`config.mk`:
```
export PLATFORM = sky130hd
export DESIGN_NAME = spike_rate_decoder_flat
export DESIGN_NICKNAME = d
export VERILOG_FILES = /design/src/rtl/spike_rate_decoder_pkg.sv /design/src/rtl/spike_rate_decoder_if.sv /design/src/rtl/spike_rate_decoder_sat_up_counter.sv /design/src/rtl/spike_rate_decoder.sv /design/src/flat_wrapper.sv
export SDC_FILE = /design/constraint.sdc
export NUM_CORES = 1
export LEC_CHECK = 0
export ABC_CLOCK_PERIOD_IN_PS = 2700
export CORE_MARGIN = 1
export CORE_UTILIZATION = 25
export CTS_CLUSTER_DIAMETER = 200
export CTS_CLUSTER_SIZE = 25
export DETAILED_ROUTE_END_ITERATION = 10
export PLACE_DENSITY_LB_ADDON = 0.3
export SLEW_MARGIN = 20
export SYNTH_ARGS = -nofsm -noshare
export SYNTH_HDL_FRONTEND = slang
export SYNTH_SLANG_ARGS = --single-unit
export TNS_END_PERCENT = 5
```
`constraint.sdc`:
```
create_clock -name clk -period 2.7 [get_ports clk]
set_input_delay 0.54 -clock clk [delete_from_list [all_inputs] [get_ports clk]]
set_output_delay 0.54 -clock clk [all_outputs]
set_load 0.02 [all_outputs]
```
`src/rtl/spike_rate_decoder_pkg.sv`:
```
// Shared types and defaults for the spike rate decoder slice.
package spike_pkg;

  localparam int WINDOW_W_DEF = 8;
  localparam int COUNT_W_DEF  = 8;

  typedef enum logic {
    IDLE  = 1'b0,
    COUNT = 1'b1
  } state_t;

  // All-ones value of a w-bit saturating counter (w up to 32).
  function automatic logic [31:0] sat_max(input int w);
    return (w >= 32) ? 32'hFFFF_FFFF : ((32'd1 << w) - 32'd1);
  endfunction

endpackage

```
`src/rtl/spike_rate_decoder_if.sv`:
```
// Result handshake bus: rate value plus valid/ready and the saturation flag.
interface spike_rate_decoder_if #(parameter int COUNT_W = 8);
  logic [COUNT_W-1:0] rate_out;
  logic               rate_valid;
  logic               rate_ready;
  logic               rate_sat;

  modport master (output rate_out, rate_valid, rate_sat, input rate_ready);
  modport slave  (input rate_out, rate_valid, rate_sat, output rate_ready);
endinterface

```
`src/rtl/spike_rate_decoder_sat_up_counter.sv`:
```
// Saturating up-counter with sticky overflow-attempt flag; clr wins over inc.
module sat_up_counter
  import spike_pkg::*;
#(
  parameter int W = 8
) (
  input  logic         clk,
  input  logic         rst_n,
  input  logic         clr,
  input  logic         inc,
  output logic [W-1:0] cnt,
  output logic         sat
);

  localparam logic [W-1:0] MAX = W'(sat_max(W));

  // Count up, holding at MAX and flagging any increment attempted there.
  always_ff @(posedge clk) begin
    if (!rst_n) begin
      cnt <= '0;
      sat <= 1'b0;
    end else if (clr) begin
      cnt <= '0;
      sat <= 1'b0;
    end else if (inc) begin
      if (cnt == MAX) sat <= 1'b1;
      else            cnt <= cnt + W'(1);
    end
  end

endmodule

```
`src/rtl/spike_rate_decoder.sv`:
```
// Spike-train to rate decoder: counts spikes over back-to-back windows of
// window_len cycles and presents each count on a single-entry valid/ready
// register. Optional feature macro SPIKE_ISI_EN adds isi_out, the length in
// COUNT cycles of the most recent inter-spike interval.
module spike_rate_decoder
  import spike_pkg::*;
#(
  parameter int WINDOW_W = WINDOW_W_DEF,
  parameter int COUNT_W  = COUNT_W_DEF
) (
  input  logic                  clk,
  input  logic                  rst_n,
  input  logic                  enable,
  input  logic                  spike_in,
  input  logic [WINDOW_W-1:0]   window_len,
  spike_rate_decoder_if.master  rate,
  output logic                  overrun,
  output logic                  busy
`ifdef SPIKE_ISI_EN
  ,
  output logic [COUNT_W-1:0]    isi_out
`endif
);

  localparam logic [COUNT_W-1:0] CMAX = COUNT_W'(sat_max(COUNT_W));

  state_t              state_q, state_d;
  logic [WINDOW_W-1:0] remaining;
  logic [WINDOW_W-1:0] win_len_eff;
  logic                load_win;
  logic                inc_cnt;
  logic                land;

  logic [COUNT_W-1:0]  spike_cnt;
  logic                spike_sat;
  logic [COUNT_W-1:0]  cnt_incl;
  logic                sat_incl;

  // A zero-length window behaves as a one-cycle window.
  assign win_len_eff = (window_len == '0) ? WINDOW_W'(1) : window_len;

  // State register.
  always_ff @(posedge clk) begin
    if (!rst_n) state_q <= IDLE;
    else        state_q <= state_d;
  end

  // Next state and per-cycle window controls.
  always_comb begin
    state_d  = state_q;
    load_win = 1'b0;
    inc_cnt  = 1'b0;
    land     = 1'b0;
    case (state_q)
      IDLE: begin
        if (enable) begin
          load_win = 1'b1;
          state_d  = COUNT;
        end
      end
      COUNT: begin
        if (!enable) begin
          state_d = IDLE;
        end else begin
          inc_cnt = spike_in;
          if (remaining <= WINDOW_W'(1)) begin
            land     = 1'b1;
            load_win = 1'b1;
          end
        end
      end
      default: state_d = IDLE;
    endcase
  end

  // Window down-counter: reloaded at every window start, including back-to-back.
  always_ff @(posedge clk) begin
    if (!rst_n)                                remaining <= '0;
    else if (load_win)                         remaining <= win_len_eff;
    else if (state_q == COUNT && enable)       remaining <= remaining - WINDOW_W'(1);
  end

  sat_up_counter #(.W(COUNT_W)) u_spike_cnt (
    .clk   (clk),
    .rst_n (rst_n),
    .clr   (load_win),
    .inc   (inc_cnt),
    .cnt   (spike_cnt),
    .sat   (spike_sat)
  );

  // The terminal cycle's own spike is folded in here, since the counter clears.
  assign cnt_incl = (inc_cnt && spike_cnt != CMAX) ? spike_cnt + COUNT_W'(1) : spike_cnt;
  assign sat_incl = spike_sat | (inc_cnt && spike_cnt == CMAX);

  // Result register: a new result always wins; dropping an unread one is sticky.
  always_ff @(posedge clk) begin
    if (!rst_n) begin
      rate.rate_out   <= '0;
      rate.rate_valid <= 1'b0;
      rate.rate_sat   <= 1'b0;
      overrun         <= 1'b0;
    end else if (land) begin
      rate.rate_out   <= cnt_incl;
      rate.rate_sat   <= sat_incl;
      rate.rate_valid <= 1'b1;
      if (rate.rate_valid && !rate.rate_ready) overrun <= 1'b1;
    end else if (rate.rate_valid && rate.rate_ready) begin
      rate.rate_valid <= 1'b0;
    end
  end

  // busy mirrors the registered state.
  always_ff @(posedge clk) begin
    if (!rst_n) busy <= 1'b0;
    else        busy <= (state_d == COUNT);
  end

`ifdef SPIKE_ISI_EN
  logic [COUNT_W-1:0] isi_cnt;
  logic               isi_sat;
  logic [COUNT_W-1:0] isi_incl;
  logic               isi_run;
  logic               isi_clr;

  // The counter holds cycles since the last spike excluding the current one,
  // so the reported interval includes the spike cycle itself.
  assign isi_run  = (state_q == COUNT) && enable;
  assign isi_clr  = (state_q == IDLE && enable) || (isi_run && spike_in);
  assign isi_incl = (isi_sat || isi_cnt == CMAX) ? isi_cnt : isi_cnt + COUNT_W'(1);

  sat_up_counter #(.W(COUNT_W)) u_isi_cnt (
    .clk   (clk),
    .rst_n (rst_n),
    .clr   (isi_clr),
    .inc   (isi_run),
    .cnt   (isi_cnt),
    .sat   (isi_sat)
  );

  // Capture the interval on every counted spike.
  always_ff @(posedge clk) begin
    if (!rst_n)                   isi_out <= '0;
    else if (isi_run && spike_in) isi_out <= isi_incl;
  end
`endif

endmodule

```
`src/flat_wrapper.sv`:
```
// flat-port wrapper written by rule: the top's interface ports become plain ports
module spike_rate_decoder_flat import spike_pkg::*;
#(
  parameter int WINDOW_W = WINDOW_W_DEF,
  parameter int COUNT_W  = COUNT_W_DEF
)
  (clk, rst_n, enable, spike_in, window_len, overrun, busy, rate_rate_out, rate_rate_valid, rate_rate_sat, rate_rate_ready);
  spike_rate_decoder_if #(.COUNT_W(COUNT_W)) rate_i ();
  input  logic clk;
  input  logic rst_n;
  input  logic enable;
  input  logic spike_in;
  input  logic [WINDOW_W-1:0] window_len;
  output logic overrun;
  output logic busy;
  output wire logic [$bits(rate_i.rate_out)-1:0] rate_rate_out;
  output wire logic [$bits(rate_i.rate_valid)-1:0] rate_rate_valid;
  output wire logic [$bits(rate_i.rate_sat)-1:0] rate_rate_sat;
  input wire logic [$bits(rate_i.rate_ready)-1:0] rate_rate_ready;
  assign rate_rate_out = rate_i.rate_out;
  assign rate_rate_valid = rate_i.rate_valid;
  assign rate_rate_sat = rate_i.rate_sat;
  assign rate_i.rate_ready = rate_rate_ready;
  spike_rate_decoder #(.WINDOW_W(WINDOW_W), .COUNT_W(COUNT_W)) u_core (.clk(clk), .rst_n(rst_n), .enable(enable), .spike_in(spike_in), .window_len(window_len), .rate(rate_i), .overrun(overrun), .busy(busy));
endmodule
```
Word level (Yosys, flattened, before mapping)

Cells that the tools add are included.

Bits in registers: 29
Bits in latches: 0
RAM bits: 0
Bits in read-only memories: 0
Input port bits: 13
Output and inout bits: 12
Word-level logic and storage cells: 43
Memories kept: 0

Add/sub/neg operators: 2
Multipliers: 0
Divide/modulo/power cells: 0
Order comparisons: 1
Equality and inequality tests: 2
Shift-type cells: 0
Multiplexer cells: 13
Bitwise logic cells: 4
Reduce and logical (&&, ||, !) cells: 13

Operators by type and width:

| cell                                                                             | number |
|---|---|
| 8-bit two-way mux                                                                | 4 |
| 8-bit by 1-bit adder with 8-bit output, second input constant                    | 1 |
| 8-bit == test, second input constant                                             | 1 |
| 8-bit by 1-bit less-or-equal comparator with 1-bit output, second input constant | 1 |
| 8-bit zero test                                                                  | 1 |
| 1-bit two-way mux                                                                | 8 |
| 8-bit != test, second input constant                                             | 1 |
| 8-bit by 1-bit subtractor with 8-bit output, second input constant               | 1 |
| 2-bit AND reduction                                                              | 3 |
| 1-bit logical AND                                                                | 5 |
| 2-bit nonzero test                                                               | 2 |
| 1-bit inverter                                                                   | 3 |
| 1-bit case mux with 2 select lines                                               | 1 |
| 2-bit OR reduction                                                               | 1 |
| 1-bit zero test                                                                  | 1 |
| 1-bit OR                                                                         | 1 |

Depth between registers and ports, before layout

Gate-level depths: netlist of the first run.

Word-level depth: 5
Depth in mapped cells: 6

By module

Synthesis of the first run repeated with hierarchy kept, for this count alone.

Cells, all modules: 196
Area total of the unflattened synthesis: 1685.4 um2

By module, submodules not included:

| module             | times used | cells each | area an instance (um2) | seq. area each (um2) |
|---|---|---|---|---|
| spike_rate_decoder | 1          | 144        | 1203.7                 | 400.4 |
| sat_up_counter     | 1          | 52         | 481.7                  | 180.2 |

Least setup slack after synthesis of the first run

OpenSTA, ideal clock, no wires.

Path kind: register -> register
Start: register u_core.remaining[3]
End: register u_core.remaining[2]
Setup time: 0.117 ns
Data arrival time: 1.874 ns
Required time: 2.583 ns
Slack: 0.708 ns
Cell stages (with the launch flop): 5
Buffers on the path: 0
Path through: dfxtp_1 or4_4 o41a_4 mux2_4 a32o_1

Longest elaborated chain between the ends: 5
Elaborated cells between the ends (all ways): 6
Classes of those cells: order compare: 1; mux: 4; reduce/logical: 1

Ends and longest elaborated chain:

| what                                                        | RTL line                 | RTL |
|---|---|---|
| from (decl)                                                 | spike_rate_decoder.sv:28 | `logic [WINDOW_W-1:0] remaining;` |
| from (signal assigned)                                      | spike_rate_decoder.sv:79 | `else if (load_win) remaining <= win_len_eff;` |
| from (signal assigned)                                      | spike_rate_decoder.sv:80 | `else if (state_q == COUNT && enable) remaining <= remaining - WINDOW_W'(1);` |
| 8-bit by 1-bit less-or-equal comparator with 1-bit output * | spike_rate_decoder.sv:66 | `if (remaining <= WINDOW_W'(1)) begin` |
| 1-bit two-way mux *                                         | spike_rate_decoder.sv:66 |  |
| 1-bit two-way mux *                                         | spike_rate_decoder.sv:62 | `if (!enable) begin` |
| 1-bit case mux with 2 select lines *                        | spike_rate_decoder.sv:54 | `case (state_q)` |
| 8-bit two-way mux or 2-bit nonzero test (tied branches)     | -                        |  |

Every way passes the cells marked *; elsewhere a longest branch is shown, timed or not.
A chain may end at the register's enable or synchronous reset.

Worst setup path after layout of the first run

Start: register u_core.remaining[3]
End: register u_core.remaining[5]

Longest elaborated chain between the ends: 5
Elaborated cells between the ends (all ways): 8
Classes of those cells: add/sub: 1; order compare: 1; mux: 5; reduce/logical: 1

Ends and longest elaborated chain:

| what                                                      | RTL line |
|---|---|
| 8-bit by 1-bit less-or-equal comparator with 1-bit output | spike_rate_decoder.sv:66 |
| 1-bit two-way mux                                         | spike_rate_decoder.sv:66 |
| 1-bit two-way mux                                         | spike_rate_decoder.sv:62 |
| 1-bit case mux with 2 select lines                        | spike_rate_decoder.sv:54 |
| 8-bit two-way mux or 2-bit nonzero test (tied branches)   | - |

Parallel ways exist; a longest one is shown, timed or not. The select of a mux whose other input is x is not followed.

==> flow_summary_export.csv, run 1 <==
group,metric,value,unit
placed_design,gp_congestion,0.773,
clock_tree,htreeDepth,2,
setup_path,worstSetupPathType,"reg -> reg",
placed_design,dp_hpwl,2430,um
synth,async_flop_share,0,%
synth,avgSynthCellArea,8.97,um2
pwr,pwr-share-comb,12.9,%
global_route,grt_pass1_wl,6030,um
synth,synth-simple-area-share,23.7,%
routing,vias,1320,
synth,synth_xor_area_share,1.20,%
final_layout,final_cells,263,
synth,synth_edf_count,0,
placed_design,portBuffers,24,
routing,drtPass1Iterations,4,
clock_tree,cts_root_buf,"clkbuf_8",
synth,ys_ff_latch,29,
clock_tree,postCtsHoldBufs,0,
final_layout,layout_common_cells,"dfxtp_1, clkdlybuf4s50_1, nor2_1",
clock_tree,post_cts_buffers,0,
routing,drt_wl_total,3500,um
pwr,internal-power,0.000879,W
floorplan,dieArea,6160,um2
setup_path,cp.arrival,2.32,ns
placed_design,placed_cells,255,
clock_tree,numCtsBuffers,5,
final_layout,n_antenna_cell,0,
sta,fmax,466,MHz
synth,synthAdderAreaFrac,2.57,%
floorplan,num_rows,27,
final_layout,final_nets,206,
sta,finalSetupTns,0,ns
synth,ys_types,44,
synth,synth_flop_cell,"dfxtp_1",
sta,setup_viol,0,
synth,synthCells,163,
clock_tree,cts_resized,0,
clock_tree,clock_path_buffers,2,
synth,synth-compound-area-share,24.6,%
final_layout,area_growth,31.7,%
status,outcome,"completed",
clock_tree,path_clk_slew,0.07,ns
final_layout,final_common_cell,"dfxtp_1",
sta,rsz0062_at_grt,"false",
global_route,grt_overflow,0,
routing,route.detailed.drc,0,
sta,min_period_over_period,79.5,%
sta,period_needed,2.15,ns
pwr,sw_frac_of_total,23.8,%
sta,slew_violations,0,
routing,dr.first_iter.drc_count,61,
final_layout,drive_gt1_share,11.0,%
clock_tree,cts_sinks,29,
floorplan,initial_utilization,26.2,%
pwr,switchingPower,0.000274,W
floorplan,die_h,78.5,um
synth,ys_warn_count,0,
sta,hold_viol,0,
setup_path,ff2ff_setup_slack,0.55,ns
setup_path,cp_max_fo,10,
synth,synth_top_family_by_area,"compound AO/OA/AOI/OAI gates",
clock_tree,clk_latency,0.28,ns
pwr,p_per_area,599,nW/um2
worst_hold_path,hp-class,"reg -> reg",
floorplan,die_w,78.5,um
routing,drt.antenna.violating_nets,0,
pwr,irDropWorstVdd,0.000251,V
setup_path,worstPathRequired,2.88,ns
clock_tree,tritoncts,"yes",
routing,wl_per_cell,13.3,um
synth,muxShareOfSynthArea,4.54,%
floorplan,core_area,5570,um2
sta,tightestPinTransition,0.617,ns
pwr,seq_power_share,40.2,%
pwr,p_clk_share,46.9,%
pwr,power.static_leakage,0.685,nW
global_route,grt_max_degree,20,
global_route,grt_pass1_vias,1276,
synth,yosysSeqAreaShare,39.7,%
synth,synth_area,1460,um2
synth,synth_nets,179,
sta,finClkSkew,0.00698,ns
flow_run,cap_violations,0,
global_route,grt_usage,12.6,%
sta,slew_headroom,58.7,%
setup_path,end_kind,"flop",
routing,viasPerCell,5.02,
setup_path,cp-start-kind,"flop",
global_route,antenna_found_initial,0,
floorplan,ioPinCount,25,
[path summary, 6_finish.rpt]
| path | from | to | cells past startpoint |
|---|---|---|---|
| max | u_core.remaining[3]$_SDFFE_PN0P_ | u_core.remaining[5]$_SDFFE_PN0P_ | 4 |
| min | u_core.u_spike_cnt.sat$_SDFFE_PP0P_ | u_core.u_spike_cnt.sat$_SDFFE_PP0P_ | 2 |
| max reg2reg | u_core.remaining[3]$_SDFFE_PN0P_ | u_core.remaining[5]$_SDFFE_PN0P_ | 4 |
| min reg2reg | u_core.u_spike_cnt.sat$_SDFFE_PP0P_ | u_core.u_spike_cnt.sat$_SDFFE_PP0P_ | 2 |
[per-layer routing]
| layer | wire [um] | GRT usage [%] |
|---|---|---|
| met2 | 1550 | 19.1 |
| met3 | 132 | 2.79 |
| met1 | 1760 | 16.6 |
| met4 | 60 | 6.67 |
| met5 | 0 | 0 |
[power by group through the flow]
stage	clock network, W	logic (W)	registers, W
2_1_floorplan	0	0.0000962	0.000468
3_3_place_gp	0	0.000147	0.000473
3_5_place_dp	0	0.000147	0.000472
4_1_cts	0.000552	0.000149	0.000463
5_1_grt	0.000572	0.000163	0.000465
6_report	0.000540	0.000149	0.000463
[cells by family (layout without fill, tap and decap cells)]
logic type                 count (synthesis)  in the layout
AOI/OAI and AO/OA                         48             48
xor gates and xnor gates                   2              2
adders and majority gates                  3              3
buffers and inverters                     14             42
DFF                                       29             29
muxes                                      6              6
and+or+nand+nor                           61             61
[sequential cells by signal, summed over array words and instances (netlist names)]
register and flops:
u_core.overrun 1, u_core.rate.rate_out 8, u_core.rate.rate_sat 1, u_core.rate.rate_valid 1, u_core.remaining 8, u_core.state_q 1
u_core.u_spike_cnt.cnt 8, u_core.u_spike_cnt.sat 1
[critical path, stage by stage, from the launching register on]
cell and delay (ns):
dfxtp_1 0.36, or4_4 0.61, o41ai_4 0.58, a221oi_1 0.19
o31a_1 0.29
[cells in the mapped netlist (2+ instances only)]
master	number	area, um2
a211oi_1	2	15.0
clkbuf_1	7	26.3
a311oi_1	2	17.5
nor2_1	13	48.8
nand2_1	12	45.0
inv_1	6	22.5
a21oi_1	6	30.0
dfxtp_1	29	581
nor3_1	5	25.0
and3_1	6	37.5
xnor2_1	2	17.5
o21ai_0	11	55.1
mux2i_1	4	40.0
and4_1	2	17.5
a31oi_1	7	43.8
nor2b_1	3	18.8
nand4_1	4	25.0
o22ai_1	5	31.3
ha_1	3	37.5
o31a_1	4	35.0
nor4_1	3	18.8
nand3_1	4	20.0
or2b_1	2	15.0
[through the flow]
stage	total power (W)	instance area, um2	utilization [%]	hold WS (ns)	worst slack (ns)
3_5_place_dp	0.000619	1790	32.1	0.447	0.455
4_1_cts	0.00116	1920	34.5	0.464	0.541
5_1_grt	0.00120	1920	34.5	0.505	0.448
6_report	0.00115	1920	34.5	0.461	0.555
2_1_floorplan	0.000564	1460	-	0.424	0.708
3_3_place_gp	0.000620	1790	32.1	0.452	0.457
[final cells by class]
cell class / count / area, um2
tap: 72 / 90.1
timing repair buffer: 28 / 270
clock inverter: 3 / 65.1
multi-input combinational: 120 / 827
inverter: 6 / 22.5
sequential: 29 / 581
clock buffer: 5 / 68.8
fill: 578 / 3650
Power figures use the tool's default switching activity.
==> run 2, diff against run 1 <==
- ABC_CLOCK_PERIOD_IN_PS: 2700 -> 1900
- clock period: 2.7 -> 1.9 ns (I/O delays scaled with it)
==> flow_summary_export.csv, run 2 (synthesized netlist as in run 1, its figures left out) <==
group,metric,value,unit
setup_path,cp_cell_sequence,"or4_4 -> o41a_4 -> mux2_4 -> a32o_1",
global_route,grt_pass1_vias,1327,
pwr,power.static_leakage,0.813,nW
global_route,top_usage_layer,"met2",
sta,rsz0062_at_grt,"true",
clock_tree,numCtsBuffers,5,
clock_tree,postCtsHoldBufs,0,
final_layout,layout_common_cells,"dfxtp_1, buf_4, clkdlybuf4s50_1",
final_layout,drive_gt1_share,22.3,%
pwr,p_per_area,796,nW/um2
final_layout,reg_top3,"u_core.rate.rate_out x8, u_core.remaining x8, u_core.u_spike_cnt.cnt x8",
pwr,total_power,0.00169,W
final_layout,final_common_cell,"dfxtp_1",
placed_design,placed_area,1970,um2
global_route,grt_max_degree,14,
clock_tree,htreeDepth,2,
global_route,grtUsageMet1,17.6,%
final_layout,area_growth,45.6,%
placed_design,portBuffers,24,
sta,min_period_over_period,101,%
sta,setup_viol,1,
floorplan,core_area,5570,um2
worst_hold_path,hp-class,"reg -> reg",
routing,vias,1421,
sta,period_needed,1.93,ns
routing,route.detailed.drc,0,
placed_design,placed_cells,277,
final_layout,final_cells,287,
setup_path,worstSetupPathType,"reg -> reg",
floorplan,dieArea,6160,um2
clock_tree,cts_root_buf,"clkbuf_8",
global_route,grt_pass1_wl,6220,um
clock_tree,tritoncts,"yes",
final_layout,n_antenna_cell,0,
sta,hold-worst-slack,0.473,ns
clock_tree,path_clk_slew,0.07,ns
floorplan,initial_utilization,26.2,%
setup_path,cp.buffers_inverters,0,
routing,wl_per_cell,12.9,um
setup_path,cp-start-kind,"flop",
routing,drtPass1Iterations,4,
floorplan,num_rows,27,
global_route,use_met2,18.6,%
routing,viasPerCell,4.95,
final_layout,stdcell_area,2130,um2
pwr,irDropWorstVdd,0.000646,V
sta,fin_ws,-0.0279,ns
sta,finClkSkew,0.00619,ns
global_route,grt_usage,13.1,%
floorplan,ioPinCount,25,
floorplan,die_h,78.5,um
placed_design,dp_hpwl,2630,um
sta,fmax,519,MHz
floorplan,die_w,78.5,um
global_route,grt_use_met3,4.65,%
setup_path,cp.arrival,2.10,ns
clock_tree,clock_path_buffers,2,
placed_design,gp_congestion,0.789,
sta,slew_headroom,67.5,%
flow_run,cap_violations,0,
setup_path,path_delay_family,"compound AO/OA/AOI/OAI gates",
status,violations,"negative setup slack",
setup_path,cp_slowest_stage_delay,0.57,ns
clock_tree,clk_latency,0.28,ns
setup_path,end_kind,"flop",
sta,tightestPinTransition,0.486,ns
setup_path,slowest_stage,"or4_4",
global_route,grt_overflow,0,
status,outcome,"finished, violations left",
clock_tree,cts_sinks,29,
routing,drt.antenna.violating_nets,0,
global_route,antenna_found_initial,0,
sta,slew_violations,0,
final_layout,final_nets,230,
setup_path,worstPathRequired,2.07,ns
routing,dr.first_iter.drc_count,108,
setup_path,cp_max_fo,6,
routing,drt_wl_total,3700,um
sta,hold_viol,0,
==> run 2: changes by cell type in the layout (fill, tap and decap cells not counted), sizes merged <==
cell / before / now
buf: 4 / 28
==> run 2: path summary, 6_finish.rpt <==
kind	cells past startpoint	start	end	slack, ns
setup / recovery	4	u_core.remaining[5]$_SDFFE_PN0P_	u_core.remaining[2]$_SDFFE_PN0P_	-0.03
hold / removal	2	u_core.u_spike_cnt.sat$_SDFFE_PP0P_	u_core.u_spike_cnt.sat$_SDFFE_PP0P_	0.47
setup reg to reg	4	u_core.remaining[5]$_SDFFE_PN0P_	u_core.remaining[2]$_SDFFE_PN0P_	-0.03
hold reg to reg	2	u_core.u_spike_cnt.sat$_SDFFE_PP0P_	u_core.u_spike_cnt.sat$_SDFFE_PP0P_	0.47
==> run 2: final cells by class <==
cell class	count	area, um2
fillers	568	3450
multi-input cells	120	836
flip-flops and latches	29	582
repair buffers	52	464
well taps	72	90.1
clock buffers	5	68.8
clock inverters	3	65.1
inverters	6	22.5
==> run 2: repair_timing <==
action	4_1_cts	5_1_grt
cloned	0	1
setup buffers	0	1
pin swaps	0	2
endpoints found under the setup margin	4	12
resized for setup	2	4
==> run 2: metal layers <==
metal	wire length (um)	part of all wire (%)
met5	0	0
met4	62	1.7
met3	131	3.5
met2	1600	43
met1	1910	52
==> run 2: tightest hold or removal path: cells and delay by family (launching register included) <==
| kind | cells | cell delay, ns |
|---|---|---|
| and+or+nand+nor | 1 | 0.07 |
| AOI/OAI and AO/OA | 1 | 0.05 |
| DFF | 1 | 0.31 |
==> run 2: stage by stage <==
| step | utilization (%) | setup TNS, ns | setup WS [ns] |
|---|---|---|---|
| floorplan | - | -0.000699 | -0.000699 |
| global placement | 35.3 | -0.879 | -0.120 |
| detailed placement | 35.3 | -1.09 | -0.141 |
| CTS | 37.8 | -0.0153 | -0.0153 |
| global route | 38.2 | -0.223 | -0.0558 |
| finish | 38.2 | -0.0279 | -0.0279 |
==> run 2: power breakdown <==
group	leakage (nW)	switching [W]	internal, W
combinational	0.509	0.000134	0.000152
clock	0.0681	0.000239	0.000521
sequential	0.236	0.0000214	0.000628
